$ cat config.mk
export PLATFORM = sky130hd
export DESIGN_NAME = sigmoid_grad_bwd
export DESIGN_NICKNAME = d
export VERILOG_FILES = /design/src/rtl/sigmoid_grad_bwd.sv
export SDC_FILE = /design/constraint.sdc
export NUM_CORES = 1
export LEC_CHECK = 0
export CORE_MARGIN = 5
export CORE_UTILIZATION = 58
export CTS_CLUSTER_SIZE = 8
export DETAILED_ROUTE_END_ITERATION = 8
export MAX_ROUTING_LAYER = met4
export PLACE_DENSITY = 0.8
export SYNTH_ARGS = -nofsm -noshare
export SYNTH_HDL_FRONTEND = slang
export SYNTH_SLANG_ARGS = --single-unit
export TNS_END_PERCENT = 5
$ cat constraint.sdc
create_clock -name clk -period 9.4 [get_ports clk]
set_clock_uncertainty 0.15 [all_clocks]
set_input_delay 1.41 -clock clk [delete_from_list [all_inputs] [get_ports clk]]
set_output_delay 1.41 -clock clk [all_outputs]
set_load 0.01 [all_outputs]
$ cat src/rtl/sigmoid_grad_bwd.sv
// Sigmoid backward pass: gx = g * y * (1 - y) in signed Q6.10.
// Multi-cycle FSM with valid/ready on input and output; one transaction in flight.
module sigmoid_grad_bwd #(
  parameter int unsigned DATA_W = 16,
  parameter int unsigned FRAC_W = 10
) (
  input  logic                     clk,
  input  logic                     rst,
  input  logic                     in_valid,
  output logic                     in_ready,
  input  logic signed [DATA_W-1:0] y_in,
  input  logic signed [DATA_W-1:0] g_in,
  output logic                     out_valid,
  input  logic                     out_ready,
  output logic signed [DATA_W-1:0] gx_out,
  output logic                     busy
);

  localparam int unsigned PROD_W = 2 * DATA_W;
  localparam logic signed [DATA_W-1:0] ONE = DATA_W'(1 << FRAC_W);

  typedef enum logic [2:0] {
    StIdle,
    StSq,
    StNrw,
    StMul,
    StOut,
    StHold
  } state_e;

  state_e                   state_q;
  logic signed [DATA_W-1:0] y_c;
  logic signed [DATA_W-1:0] y_c_q;
  logic signed [DATA_W-1:0] g_q;
  logic signed [DATA_W-1:0] s16_q;
  logic signed [PROD_W-1:0] sq_q;
  logic signed [PROD_W-1:0] p_q;

  // A sigmoid output lives in [0, 1]; anything outside is clamped before use.
  always_comb begin
    y_c = y_in;
    if (y_in[DATA_W-1]) begin
      y_c = '0;
    end else if (y_in > ONE) begin
      y_c = ONE;
    end
  end

  assign in_ready = (state_q == StIdle);
  assign busy     = (state_q != StIdle);

  always_ff @(posedge clk or negedge rst) begin
    if (!rst) begin
      state_q   <= StIdle;
      y_c_q     <= '0;
      g_q       <= '0;
      sq_q      <= '0;
      s16_q     <= '0;
      p_q       <= '0;
      gx_out    <= '0;
      out_valid <= 1'b0;
    end else begin
      unique case (state_q)
        StIdle: begin
          if (in_valid) begin
            y_c_q   <= y_c;
            g_q     <= g_in;
            state_q <= StSq;
          end
        end
        StSq: begin
          sq_q    <= PROD_W'(y_c_q) * PROD_W'(ONE - y_c_q);
          state_q <= StNrw;
        end
        StNrw: begin
          // y*(1-y) <= 0.25, so the narrowed factor is at most 256.
          s16_q   <= sq_q[FRAC_W+DATA_W-1:FRAC_W];
          state_q <= StMul;
        end
        StMul: begin
          p_q     <= PROD_W'(s16_q) * PROD_W'(g_q);
          state_q <= StOut;
        end
        StOut: begin
          // Bit slice of the product is an arithmetic shift: floor toward -inf.
          gx_out    <= p_q[FRAC_W+DATA_W-1:FRAC_W];
          out_valid <= 1'b1;
          state_q   <= StHold;
        end
        StHold: begin
          if (out_ready) begin
            out_valid <= 1'b0;
            state_q   <= StIdle;
          end
        end
        default: state_q <= StIdle;
      endcase
    end
  end

  logic unused_bits;
  assign unused_bits = ^{sq_q[PROD_W-1:FRAC_W+DATA_W], sq_q[FRAC_W-1:0],
                         p_q[PROD_W-1:FRAC_W+DATA_W], p_q[FRAC_W-1:0]};

endmodule

==> results, run 1 <==
- The post-CTS resize count is 0.
- The post-layout net count is 2672.
- The static leakage is 0.0104 uW.
- The net switching fraction of the power is 51.5%.
- The number of global-route vias before repair is 15400.
- The initial core utilization is 58.9%.
- In this run the power spent charging and discharging nets is 2500 uW.
- The root buffer cell is sky130_fd_sc_hd__clkbuf_16.
- For hold timing, the worst endpoint is sq_q[14].
- The power share of the sequential group is 19.2%.
- Counting every instance in the synthesized netlist gives 2082.
- Yosys mapped the design onto 55 distinct sky130hd cell types.
- Before CTS, the worst setup slack after placement is 0.956 ns.
- Counting I/O delays and the setup requirement, the final critical path takes 8.52 ns.
- Clock latency on the worst-skew pair, taken at its later pin, is 0.38 ns.
- The total power of the final layout is 4850 uW.
- The number of antenna diodes in the final layout is 0.
- In this run, placement finished with an instance count of 2511.
- Summed over all layers, the routed wires come to 42500 um.
- At the pin with the least slew margin, the transition time is 1.02 ns.
- The number of buffers added by the clock tree synthesis step is 9.
- The area growth from synthesis to layout is 6.00%.
- The total negative setup slack is 0 ns.
- The number of iterations in the first detailed-routing pass is 4.
- The slowest stage of the critical path belongs to the cell sky130_fd_sc_hd__dfrtp_1.
- The reg-to-reg critical path startpoint is y_c_q[3].
- The final weighted congestion of routability-driven global placement is 0.928.
- Dividing the detail-routed via count by the number of cells gives 5.33.
- The library cell appearing most often on the critical path is sky130_fd_sc_hd__fa_1.
- The capturing point of the worst reg2reg path is sq_q[25].
- The setup slack of the critical path after layout is 0.876 ns.
- The number of warning messages in the yosys log is 0.
- The worst hold path passes through 2 cells.
- The worst-case IR drop observed on VDD is 256 uV.
- The area taken by flip-flops and latches is 2480 sq um.
- Setup repair after global routing left no endpoint under its margin.
- The number of enable flip-flop cells after synthesis is 0.
- The multi-input combinational cells in the finished layout cover a total of 15000 sq um.
- TritonCTS built the clock tree.
- The residual antenna-violating net count after detailed routing is 0.
- The remaining max-slew budget at the tightest pin is 31.8%.
- Data on the critical path is required at its endpoint by 9.51 ns.
- The number of violations reported at the end of detailed-routing iteration 0 is 668.
- After the flow finishes, the layout carries non-filler instances totaling 2527.
- The part of the power in combinational logic is 72.3%.
- The first global-routing pass estimated 74100 um of wire.
- In this design, the stage delay of the slowest critical-path cell is 0.66 ns.
- After global routing the overflow that remains totals 0.
- Each instance of the synthesized netlist takes up on average 9.51 sq um.
- After detailed routing, the average wire length per cell comes to 16.8 um.
- The number of antenna violations at the first check in global routing was 0.
- The element type at the critical path start is a flip-flop.
- The number of rows created at floorplan is 67.
- The overall track demand over capacity in global routing is 24.7%.
- The path category of the worst min-delay check is reg -> reg.
- The startpoint of the tightest hold check path is sq_q[14].
- By area the synthesized netlist is led by sky130_fd_sc_hd__fa_1 41%, sky130_fd_sc_hd__dfrtp_1 13%, sky130_fd_sc_hd__inv_1 9.9%.
- The cell area after synthesis is 19800 sq um.
- The final hold violation count is 0.
- The net count of the mapped netlist is 2680.
- The die is 195 um tall.
- Timing would allow up to 117 MHz.
- The share of cells above drive strength 1 is 4.62%.
- The reg2reg setup slack is 0.88 ns.
- The worst path uses 90.7% of the clock period.
- The dominant register cell in the synthesized netlist is sky130_fd_sc_hd__dfrtp_1.
- Traced cell by cell, the critical path runs through or4_4, or3_1, o21ai_0, ha_1, nand2b_1, fa_1, fa_1, fa_1, inv_1, fa_1, fa_1, inv_1, fa_1, inv_1, ha_1, a211oi_1, nor2_1, o41ai_1, o211ai_1, and3_1, nor3_1, o31ai_1, xnor2_1, mux2_2.
- The HPWL after detailed placement is 34700 um.
- The power per cell area is 231 nW/um^2.
- The count of pins over their slew limit is 0.
- After clock tree synthesis, the clock-pin slew on the worst setup and hold paths is 0.08 ns.
- In this run the tool buffered the top-level ports with 54 buffer cells.
- In this run, the clock network consumes 8.4% of the power.
- The deepest clock path buffer count is 2.
- The fill cell instance count of the final layout is 2716.
- In this run the biggest area consumer among cell types represents 41.4% of the synthesized area.
- In this run the standard cell core region covers 33600 sq um.
- By startpoint and endpoint, the worst setup path is classified as reg -> reg.
- In this run, post-CTS hold repair placed 0 buffers.
- The top fanout value on the critical path is 23.
- The buffers inserted during post-CTS setup optimization is 0.
- The number of synthesized register bits is 99.
- The cell type contributing the most total cell area after synthesis is sky130_fd_sc_hd__fa_1.
- The I/O pin count is 55.
- The setup violation total in the final timing report is 0.
- Of all flip-flops after synthesis, the portion carrying an async set or reset was 100%.
- The share of the Yosys chip area taken by registers is 12.5%.
- The H-tree generated during clock tree synthesis spans 3 levels.
- The TritonCTS sink count is 99.
- The critical path arrival is 8.63 ns.
- For the worst flop-to-flop path, the logic depth is 24.
- Entering global routing, the biggest net connects 51 pins.
- The detailed-route via count is 13500.
- The internal portion of the total power is 2350 uW.
- The flow ran to the end, and the final reports show no timing, DRC or antenna violations.
- Yosys instantiated no cell more often than sky130_fd_sc_hd__inv_1.
- STA classifies the critical path endpoint as a flip-flop.
- The DRC violation count after routing is 0.
- The commonest cells after synthesis are 522 x sky130_fd_sc_hd__inv_1, 409 x sky130_fd_sc_hd__fa_1, 212 x sky130_fd_sc_hd__nand2_1, 153 x sky130_fd_sc_hd__ha_1, 135 x sky130_fd_sc_hd__and2_1.
- The die is 195 um wide.
- Max-cap violations in this run came to 0.
- The area enclosed by the die boundary is 37900 sq um.
## power groups by stage
stage          logic (uW)  registers [uW]  clock network, uW
6_report             3510             933                408
2_1_floorplan        2850             681                  0
4_1_cts              3560             918                415
3_5_place_dp         3540             927                  0
3_3_place_gp         3350             911                  0
5_1_grt              4050             956                431
## cells in the final DEF, fill, tap and decap left out, types with 23 or more instances in the layout
cell type | Yosys | layout
sky130_fd_sc_hd__clkdlybuf4s50_1 | 0 | 53
sky130_fd_sc_hd__dfrtp_1 | 99 | 99
sky130_fd_sc_hd__mux2_2 | 50 | 50
sky130_fd_sc_hd__nand2b_1 | 83 | 83
sky130_fd_sc_hd__nor2b_1 | 62 | 62
sky130_fd_sc_hd__inv_1 | 522 | 522
sky130_fd_sc_hd__o21ai_0 | 38 | 38
sky130_fd_sc_hd__and2_1 | 135 | 135
sky130_fd_sc_hd__nor2_1 | 36 | 36
sky130_fd_sc_hd__xnor2_1 | 50 | 50
sky130_fd_sc_hd__xor2_1 | 23 | 23
sky130_fd_sc_hd__fa_1 | 409 | 409
sky130_fd_sc_hd__nand2_1 | 212 | 212
sky130_fd_sc_hd__ha_1 | 153 | 153
## layout make-up
cell class / count / area share, %
Sequential cell: 99 / 11.8
Multi-Input combinational cell: 1372 / 71.6
Clock buffer: 10 / 1.09
Inverter: 523 / 9.35
Clock inverter: 6 / 0.399
Tap cell: 448 / 2.67
Timing Repair Buffer: 69 / 3.10
## how the worst max path moves through the flow
stage | startpoint | to | slack [ns] | cells after the start
3_5_place_dp | y_c_q[3] | sq_q[25] | 0.96 | 24
5_1_grt | y_c_q[3] | sq_q[25] | 0.40 | 24
6_report | y_c_q[3] | sq_q[25] | 0.88 | 24
2_1_floorplan | y_c_q[0] | sq_q[25] | 1.73 | 29
3_3_place_gp | y_c_q[3] | sq_q[25] | 1.11 | 24
4_1_cts | y_c_q[3] | sq_q[25] | 0.92 | 24
## metal layers
layer / GRT usage (%) / part of all wire, % / wire length [um]
met1: 29.5 / 40 / 16900
met4: 10.2 / 4.2 / 1770
met2: 41.9 / 50 / 21300
met3: 4.26 / 5.8 / 2450
met5: - / 0 / 0
## state kept, by name (all words and copies together) (netlist names)
register,cells
state_q,3
y_c_q,15
g_q,16
s16_q,16
out_valid,1
gx_out,16
p_q,16
sq_q,16
## cell families after synthesis
group | after synthesis | synth area share (%)
buf+inv | 611 | 11.7
simple gates | 582 | 15.2
fa+ha+maj | 562 | 51.0
compound gates | 103 | 3.37
flops | 99 | 12.5
xor+xnor | 74 | 3.31
mux | 51 | 2.89
## per-stage QoR
step           hold slack (ns)  instance area [sq um]  util [%]
2_1_floorplan            0.288                  19800         -
3_3_place_gp             0.306                  20700      61.5
3_5_place_dp             0.315                  20700      61.5
4_1_cts                  0.334                  21000      62.4
5_1_grt                  0.359                  21000      62.4
6_report                 0.328                  21000      62.4
## critical path: cells and delay by family, from the launching register on
kind | cells | cell delay, ns
AO/OA/AOI/OAI | 5 | 1.32
XOR/XNOR | 1 | 0.14
AND/OR/NAND/NOR | 6 | 1.90
flip-flops | 1 | 0.66
multiplexers | 1 | 0.26
adder cells (fa/ha/maj) | 8 | 3.80
buffers and inverters | 3 | 0.15
No activity file was read; power rests on OpenSTA's default activity.
==> run 2: changes to the inputs <==
- CAP_MARGIN: not set -> 20
- CORE_UTILIZATION: 58 -> 40
- PLACE_DENSITY: 0.8 -> 0.6
- SLEW_MARGIN: not set -> 20
==> run 2 against run 1 <==
- utilization shrank 19 points
- wire length is 2.0% higher
- worst setup slack improved by 0.15 ns
- critical endpoint unchanged
- combinational power down 1%
- total power fell by 1.3%
- cell count grew 8.7%
==> results, run 2 (same netlist as run 1, synthesis figures left out) <==
- Result of the run: complete, no violations (unchanged).
- The TritonCTS sink count is 99 (unchanged).
- The path category of the worst min-delay check is reg -> reg (unchanged).
- The residual antenna-violating net count after detailed routing was 0 (unchanged).
- The number of antenna violations at the first check in global routing is 0 (unchanged).
- The number of buffers added by the clock tree synthesis step is 9 (unchanged).
- The post-CTS resize count came to 0 (unchanged).
- The number of rows created at floorplan is 81 (was 67).
- Unrepaired setup endpoints after global routing: false (unchanged).
- The setup slack of the critical path after layout is 1.03 ns (was 0.876 ns).
- The share of cells above drive strength 1 was 4.80% (was 4.62%).
- The initial core utilization is 40.4% (was 58.9%).
- The total power of the final layout is 4780 uW (was 4850 uW).
- The setup violation total in the final timing report came to 0 (unchanged).
- The average via count per standard cell is 4.77 (was 5.33).
- The root buffer cell is sky130_fd_sc_hd__clkbuf_16 (unchanged).
- The sort of element at the end of the critical path is a flip-flop (unchanged).
- The detailed-route via count was 13100 (was 13500).
- Commonest cells after routing, fill and taps aside: 522 x sky130_fd_sc_hd__inv_1, 409 x sky130_fd_sc_hd__fa_1, 212 x sky130_fd_sc_hd__nand2_1 (unchanged).
- The final critical path time including I/O delays and setup was 8.37 ns (was 8.52 ns).
- The peak ir drop on the vdd network is 241 uV (was 256 uV).
- The die extent in y was 232 um (was 195 um).
- The count of pins over their slew limit is 0 (unchanged).
- The power per cell area came to 225 nW/um^2 (was 231 nW/um^2).
- The final weighted congestion of routability-driven global placement came to 0.885 (was 0.928).
- The area of the placeable core is 49000 sq um (was 33600 sq um).
- The overall routed net length is 43400 um (was 42500 um).
- The buffers inserted during post-CTS setup optimization is 0 (unchanged).
- The area enclosed by the die boundary came to 54000 sq um (was 37900 sq um).
- The final hold violation count is 0 (unchanged).
- The reg2reg setup slack is 1.03 ns (was 0.88 ns).
- The static leakage is 0.0104 uW (about the same).
- The clock input transition at the sequential cells of the worst setup and hold paths came to 0.08 ns (about the same).
- The final cell area excluding filler cells was 21300 sq um (was 21000 sq um).
- The growth of design area from synthesis to finish was 7.36% (was 6.00%).
- The count of input and output buffers is 54 (unchanged).
- The die span in x was 232 um (was 195 um).
- The top fanout value on the critical path was 19 (was 23).
- The total negative setup slack came to 0 ns (unchanged).
- The category of the most critical setup path is reg -> reg (unchanged).
- The cell area after placement came to 21000 sq um (was 20700 sq um).
- The global-route wire length before repair is 75700 um (was 74100 um).
- The half-perimeter wire length after placement was 35500 um (was 34700 um).
- The final worst-path cycle share is 89.1% (was 90.7%).
- The element type at the critical path start is a flip-flop (unchanged).
- The deepest clock path buffer count is 2 (unchanged).
- The overall track demand over capacity in global routing came to 17.9% (was 24.7%).
- The post-place setup slack came to 1.07 ns (was 0.956 ns).
- The average detailed-routed wire length per instance was 15.8 um (was 16.8 um).
- The post-layout net count came to 2675 (was 2672).
- The number of global-route vias before repair is 14800 (was 15400).
- The number of H-tree branching levels was 3 (unchanged).
- The DRC violation count after routing is 0 (unchanged).
- The number of iterations in the first detailed-routing pass is 5 (was 4).
- The global-route congestion overflow total came to 0 (unchanged).
- The I/O pin count is 55 (unchanged).
- The largest net degree at the start of global routing is 52 (was 51).
- The slew at the pin closest to its max-slew limit is 1.01 ns (was 1.02 ns).
- The maximum clock frequency is 119 MHz (was 117 MHz).
- The most frequent standard cell in the layout excluding fill and tap cells was sky130_fd_sc_hd__inv_1 (unchanged).
- The total of hold buffers inserted after clock tree synthesis was 0 (unchanged).
- The number of antenna repair diodes is 0 (unchanged).
- The critical path arrival was 8.50 ns (was 8.63 ns).
- The endpoint required time on the critical path is 9.53 ns (was 9.51 ns).
- The TritonCTS clock tree is done (unchanged).
- The number of violations reported at the end of detailed-routing iteration 0 was 574 (was 668).
- The max capacitance violation total is 0 (unchanged).
- The remaining max-slew budget at the tightest pin is 32.3% (was 31.8%).
- The clock latency at the later pin of the worst-skew pair is 0.39 ns (was 0.38 ns).
==> run 2: cell count changes in the layout (fill, tap and decap cells not counted) <==
cell | before | now
sky130_fd_sc_hd__buf_4 | 16 | 19
sky130_fd_sc_hd__clkinvlp_4 | 0 | 3
sky130_fd_sc_hd__clkinv_4 | 2 | 0
sky130_fd_sc_hd__bufinv_16 | 1 | 0
sky130_fd_sc_hd__clkbuf_1 | 1 | 0
sky130_fd_sc_hd__clkinv_2 | 0 | 1
==> run 2: per-layer routing <==
| metal | part of all wire, % | track usage [%] | vias up |
|---|---|---|---|
| met2 | 49 | 29.6 | 251 |
| met1 | 45 | 23.8 | 6742 |
| met4 | 1.9 | 3.99 | 0 |
| met3 | 4.4 | 2.65 | 44 |
| met5 | 0 | - | - |
| li1 | - | - | 6071 |
==> run 2: final timing paths <==
kind	startpoint	to	cells past startpoint
max in group asynchronous	rst	gx_out[14]	2
worst min-delay path	sq_q[21]	sq_q[21]	2
worst max register to register	y_c_q[2]	sq_q[25]	24
worst min register to register	sq_q[21]	sq_q[21]	2
min in group asynchronous	rst	s16_q[0]	1
worst max-delay path	y_c_q[2]	sq_q[25]	24
==> run 2: worst max-delay path: stages, from the launching register on <==
cell and delay [ns]:
sky130_fd_sc_hd__dfrtp_1 0.61, sky130_fd_sc_hd__or3_1 0.52, sky130_fd_sc_hd__or3_1 0.43, sky130_fd_sc_hd__o21ai_0 0.29, sky130_fd_sc_hd__ha_1 0.46, sky130_fd_sc_hd__nand2b_1 0.25, sky130_fd_sc_hd__fa_1 0.52, sky130_fd_sc_hd__fa_1 0.52
sky130_fd_sc_hd__fa_1 0.53, sky130_fd_sc_hd__inv_1 0.06, sky130_fd_sc_hd__fa_1 0.49, sky130_fd_sc_hd__fa_1 0.49, sky130_fd_sc_hd__inv_1 0.05, sky130_fd_sc_hd__fa_1 0.48, sky130_fd_sc_hd__inv_1 0.04, sky130_fd_sc_hd__ha_1 0.33
sky130_fd_sc_hd__a211oi_1 0.25, sky130_fd_sc_hd__nor2_1 0.09, sky130_fd_sc_hd__o41ai_1 0.35, sky130_fd_sc_hd__o211ai_1 0.25, sky130_fd_sc_hd__and3_1 0.26, sky130_fd_sc_hd__nor3_1 0.27, sky130_fd_sc_hd__o31ai_1 0.14, sky130_fd_sc_hd__xnor2_1 0.15
sky130_fd_sc_hd__mux2_2 0.27
==> run 2: layout make-up <==
cell class	count	area (sq um)
Clock buffer	9	225
Clock inverter	7	63.8
Fill cell	4776	27700
Inverter	523	1960
Multi-Input combinational cell	1372	15000
Sequential cell	99	2480
Tap cell	664	831
Timing Repair Buffer	72	673
==> run 2: stage by stage <==
| step | utilization, % | std cells | hold slack [ns] |
|---|---|---|---|
| 5_1_grt | 43.4 | 2746 | 0.342 |
| 2_1_floorplan | - | 2082 | 0.288 |
| 3_3_place_gp | 42.8 | 2730 | 0.303 |
| 6_report | 43.4 | 2746 | 0.324 |
| 3_5_place_dp | 42.8 | 2730 | 0.305 |
| 4_1_cts | 43.4 | 2746 | 0.325 |
==> run 2: where the power goes <==
part / switching [uW] / total (uW) / internal [uW]
logic: 1890 / 3470 / 1580
clock network: 205 / 389 / 184
registers: 362 / 924 / 562
==> run 3: changes to the inputs <==
- CORE_UTILIZATION: 40 -> 30
- PLACE_DENSITY: 0.6 -> 0.49
==> run 3 against run 2 <==
- sequential share of layout area shrank 0.16 points
- via count fell by 0.95%
- non-clock buffer count stayed put
- critical path type unchanged
==> results, run 3 (same netlist as run 1, synthesis figures left out) <==
- Result of the run: complete, no violations (unchanged).
- The remaining max-slew budget at the tightest pin is 44.3% (was 32.3%).
- The half-perimeter wire length after placement came to 37700 um (was 35500 um).
- The growth of design area from synthesis to finish is 8.81% (was 7.36%).
- The global-route congestion overflow total is 0 (unchanged).
- The die extent in y is 267 um (was 232 um).
- The area enclosed by the die boundary is 71200 sq um (was 54000 sq um).
- The residual antenna-violating net count after detailed routing is 0 (unchanged).
- The I/O pin count came to 55 (unchanged).
- The endpoint required time on the critical path came to 9.52 ns (was 9.53 ns).
- The average via count per standard cell is 4.41 (was 4.77).
- The clock input transition at the sequential cells of the worst setup and hold paths was 0.08 ns (about the same).
- The number of iterations in the first detailed-routing pass is 4 (was 5).
- The final weighted congestion of routability-driven global placement is 0.846 (was 0.885).
- The TritonCTS sink count is 99 (unchanged).
- The buffer and inverter count on the worst path was 3 (unchanged).
- The element type at the critical path start is a flip-flop (unchanged).
- The fill cell instance count of the final layout is 6846 (was 4776).
- The max capacitance violation total is 0 (unchanged).
- The dominant delay contributor by cell family on the critical path is adder cells (unchanged).
- The number of global-route vias before repair is 15000 (was 14800).
- The category of the most critical setup path is reg -> reg (unchanged).
- The design internal power was 2350 uW (was 2320 uW).
- The biggest cell delay along the critical path is 0.65 ns (was 0.61 ns).
- The number of antenna violations at the first check in global routing was 0 (unchanged).
- The area of the placeable core is 65600 sq um (was 49000 sq um).
- The part of the total power dissipated in the clock network is 8.6% (was 8.1%).
- The overall routed net length is 45700 um (was 43400 um).
- The slew at the pin closest to its max-slew limit came to 0.814 ns (was 1.01 ns).
- Unrepaired setup endpoints after global routing: false (unchanged).
- Commonest cells after routing, fill and taps aside: 522 x sky130_fd_sc_hd__inv_1, 409 x sky130_fd_sc_hd__fa_1, 212 x sky130_fd_sc_hd__nand2_1 (unchanged).
- The root buffer cell is sky130_fd_sc_hd__clkbuf_16 (unchanged).
- The most frequent standard cell in the layout excluding fill and tap cells was sky130_fd_sc_hd__inv_1 (unchanged).
- The average detailed-routed wire length per instance is 15.5 um (was 15.8 um).
- The path category of the worst min-delay check is reg -> reg (unchanged).
- The count of pins over their slew limit is 0 (unchanged).
- The setup violation total in the final timing report came to 0 (unchanged).
- The largest net degree at the start of global routing came to 52 (unchanged).
- The deepest clock path buffer count came to 2 (unchanged).
- The part of the power in combinational logic is 71.9% (was 72.6%).
- The net switching fraction of the power is 51.3% (was 51.4%).
- The power per cell area is 224 nW/um^2 (was 225 nW/um^2).
- The clock latency at the later pin of the worst-skew pair came to 0.39 ns (about the same).
- The setup slack of the critical path after layout is 0.911 ns (was 1.03 ns).
- The total negative setup slack came to 0 ns (unchanged).
- The number of buffers added by the clock tree synthesis step is 9 (unchanged).
- The share of cells above drive strength 1 is 4.80% (unchanged).
- The final core utilization came to 32.8% (was 43.4%).
- The initial core utilization is 30.2% (was 40.4%).
- The TritonCTS clock tree is done (unchanged).
- The static leakage is 0.0104 uW (about the same).
- The post-place setup slack came to 0.875 ns (was 1.07 ns).
- The post-layout net count is 2675 (unchanged).
- The top fanout value on the critical path is 21 (was 19).
- The power share of the sequential group is 19.5% (was 19.3%).
- The cell area after placement came to 21200 sq um (was 21000 sq um).
- The number of rows created at floorplan is 94 (was 81).
- The number of violations reported at the end of detailed-routing iteration 0 is 538 (was 574).
- The total of hold buffers inserted after clock tree synthesis is 0 (unchanged).
- The post-CTS resize count is 0 (unchanged).
- The standard cell with the maximum stage delay on the critical path is sky130_fd_sc_hd__or4_4 (was sky130_fd_sc_hd__dfrtp_1).
- The maximum clock frequency is 118 MHz (was 119 MHz).
- The overall track demand over capacity in global routing was 14.3% (was 17.9%).
- CP Cell Sequence: or4_4, or3_1, o21ai_0, ha_1, nand2b_1, fa_1, fa_1, fa_1, inv_1, fa_1, fa_1, inv_1, fa_1, inv_1, ha_1, a211oi_1, nor2_1, o41ai_1, o211ai_1, and3_1, nor3_1, o31ai_1, xnor2_1, mux2_2 (was or3_1, or3_1, o21ai_0, ha_1, nand2b_1, fa_1, fa_1, fa_1, inv_1, fa_1, fa_1, inv_1, fa_1, inv_1, ha_1, a211oi_1, nor2_1, o41ai_1, o211ai_1, and3_1, nor3_1, o31ai_1, xnor2_1, mux2_2).
- The DRC violation count after routing was 0 (unchanged).
- The final critical path time including I/O delays and setup is 8.49 ns (was 8.37 ns).
- The critical path arrival is 8.61 ns (was 8.50 ns).
- The detailed-route via count was 13000 (was 13100).
- The number of H-tree branching levels is 3 (unchanged).
- The global-route wire length before repair is 79300 um (was 75700 um).
- The final cell area excluding filler cells is 21500 sq um (was 21300 sq um).
- The buffers inserted during post-CTS setup optimization came to 0 (unchanged).
- The final hold violation count is 0 (unchanged).
- The die span in x was 267 um (was 232 um).
- The count of input and output buffers is 54 (unchanged).
- The final worst-path cycle share is 90.3% (was 89.1%).
- The sort of element at the end of the critical path is a flip-flop (unchanged).
- The library cell appearing most often on the critical path was sky130_fd_sc_hd__fa_1 (unchanged).
- The switching power summed over all nets is 2470 uW (was 2460 uW).
- The peak ir drop on the vdd network is 220 uV (was 241 uV).
-- run 3: cell count changes in the layout (fill, tap and decap cells not counted) --
| cell | change |
|---|---|
| sky130_fd_sc_hd__clkinv_4 | +3 |
| sky130_fd_sc_hd__clkinvlp_4 | -2 |
| sky130_fd_sc_hd__a2111oi_2 | -1 |
| sky130_fd_sc_hd__a2111oi_4 | +1 |
| sky130_fd_sc_hd__bufinv_16 | +1 |
| sky130_fd_sc_hd__clkinv_2 | -1 |
| sky130_fd_sc_hd__clkinv_8 | -1 |
| sky130_fd_sc_hd__diode_2 | +1 |
| sky130_fd_sc_hd__inv_6 | -1 |
| sky130_fd_sc_hd__inv_8 | +1 |
-- run 3: tightest hold or removal path, cell delays in order (launching register included) --
cell and delay (ns):
sky130_fd_sc_hd__dfrtp_1 0.34, sky130_fd_sc_hd__nand2_1 0.04, sky130_fd_sc_hd__o21ai_0 0.06
-- run 3: worst paths after layout --
check,start,to,slack (ns),cells past startpoint
min in group asynchronous,rst,s16_q[0],0.94,1
worst min register to register,sq_q[18],sq_q[18],0.33,2
worst min-delay path,sq_q[18],sq_q[18],0.33,2
worst max register to register,y_c_q[5],sq_q[25],0.91,24
worst max-delay path,y_c_q[5],sq_q[25],0.91,24
max in group asynchronous,rst,gx_out[15],7.01,2
-- run 3: layout make-up --
type / instances / area (sq um) / area share (%)
multi-input combinational: 1372 / 15000 / 69.8
sequential: 99 / 2480 / 11.5
clock buffer: 9 / 225 / 1.05
timing repair buffer: 72 / 673 / 3.12
clock inverter: 7 / 86.3 / 0.401
tap: 864 / 1080 / 5.02
antenna: 1 / 2.50 / 0.0116
inverter: 523 / 1960 / 9.11
-- run 3: through the flow --
| step | hold slack [ns] | power, uW | std cells |
|---|---|---|---|
| after floorplan | 0.288 | 3530 | 2082 |
| after global placement | 0.304 | 4430 | 2930 |
| after detailed placement | 0.312 | 4510 | 2930 |
| after CTS | 0.332 | 4950 | 2946 |
| after global routing | 0.361 | 5530 | 2946 |
| final | 0.329 | 4820 | 2947 |
-- run 3: power groups by stage --
stage / clock network (uW) / logic (uW) / registers, uW
after floorplan: 0 / 2850 / 681
after global placement: 0 / 3480 / 949
after detailed placement: 0 / 3550 / 955
after CTS: 440 / 3570 / 946
after global routing: 451 / 4100 / 984
final: 414 / 3470 / 942
-- run 3: routing by layer --
metal	routed length [um]	global-route usage [%]	part of all wire [%]
met2	22600	24.0	49
met1	21000	18.6	46
met4	816	2.93	1.8
met3	1310	2.01	2.9
met5	0	-	0
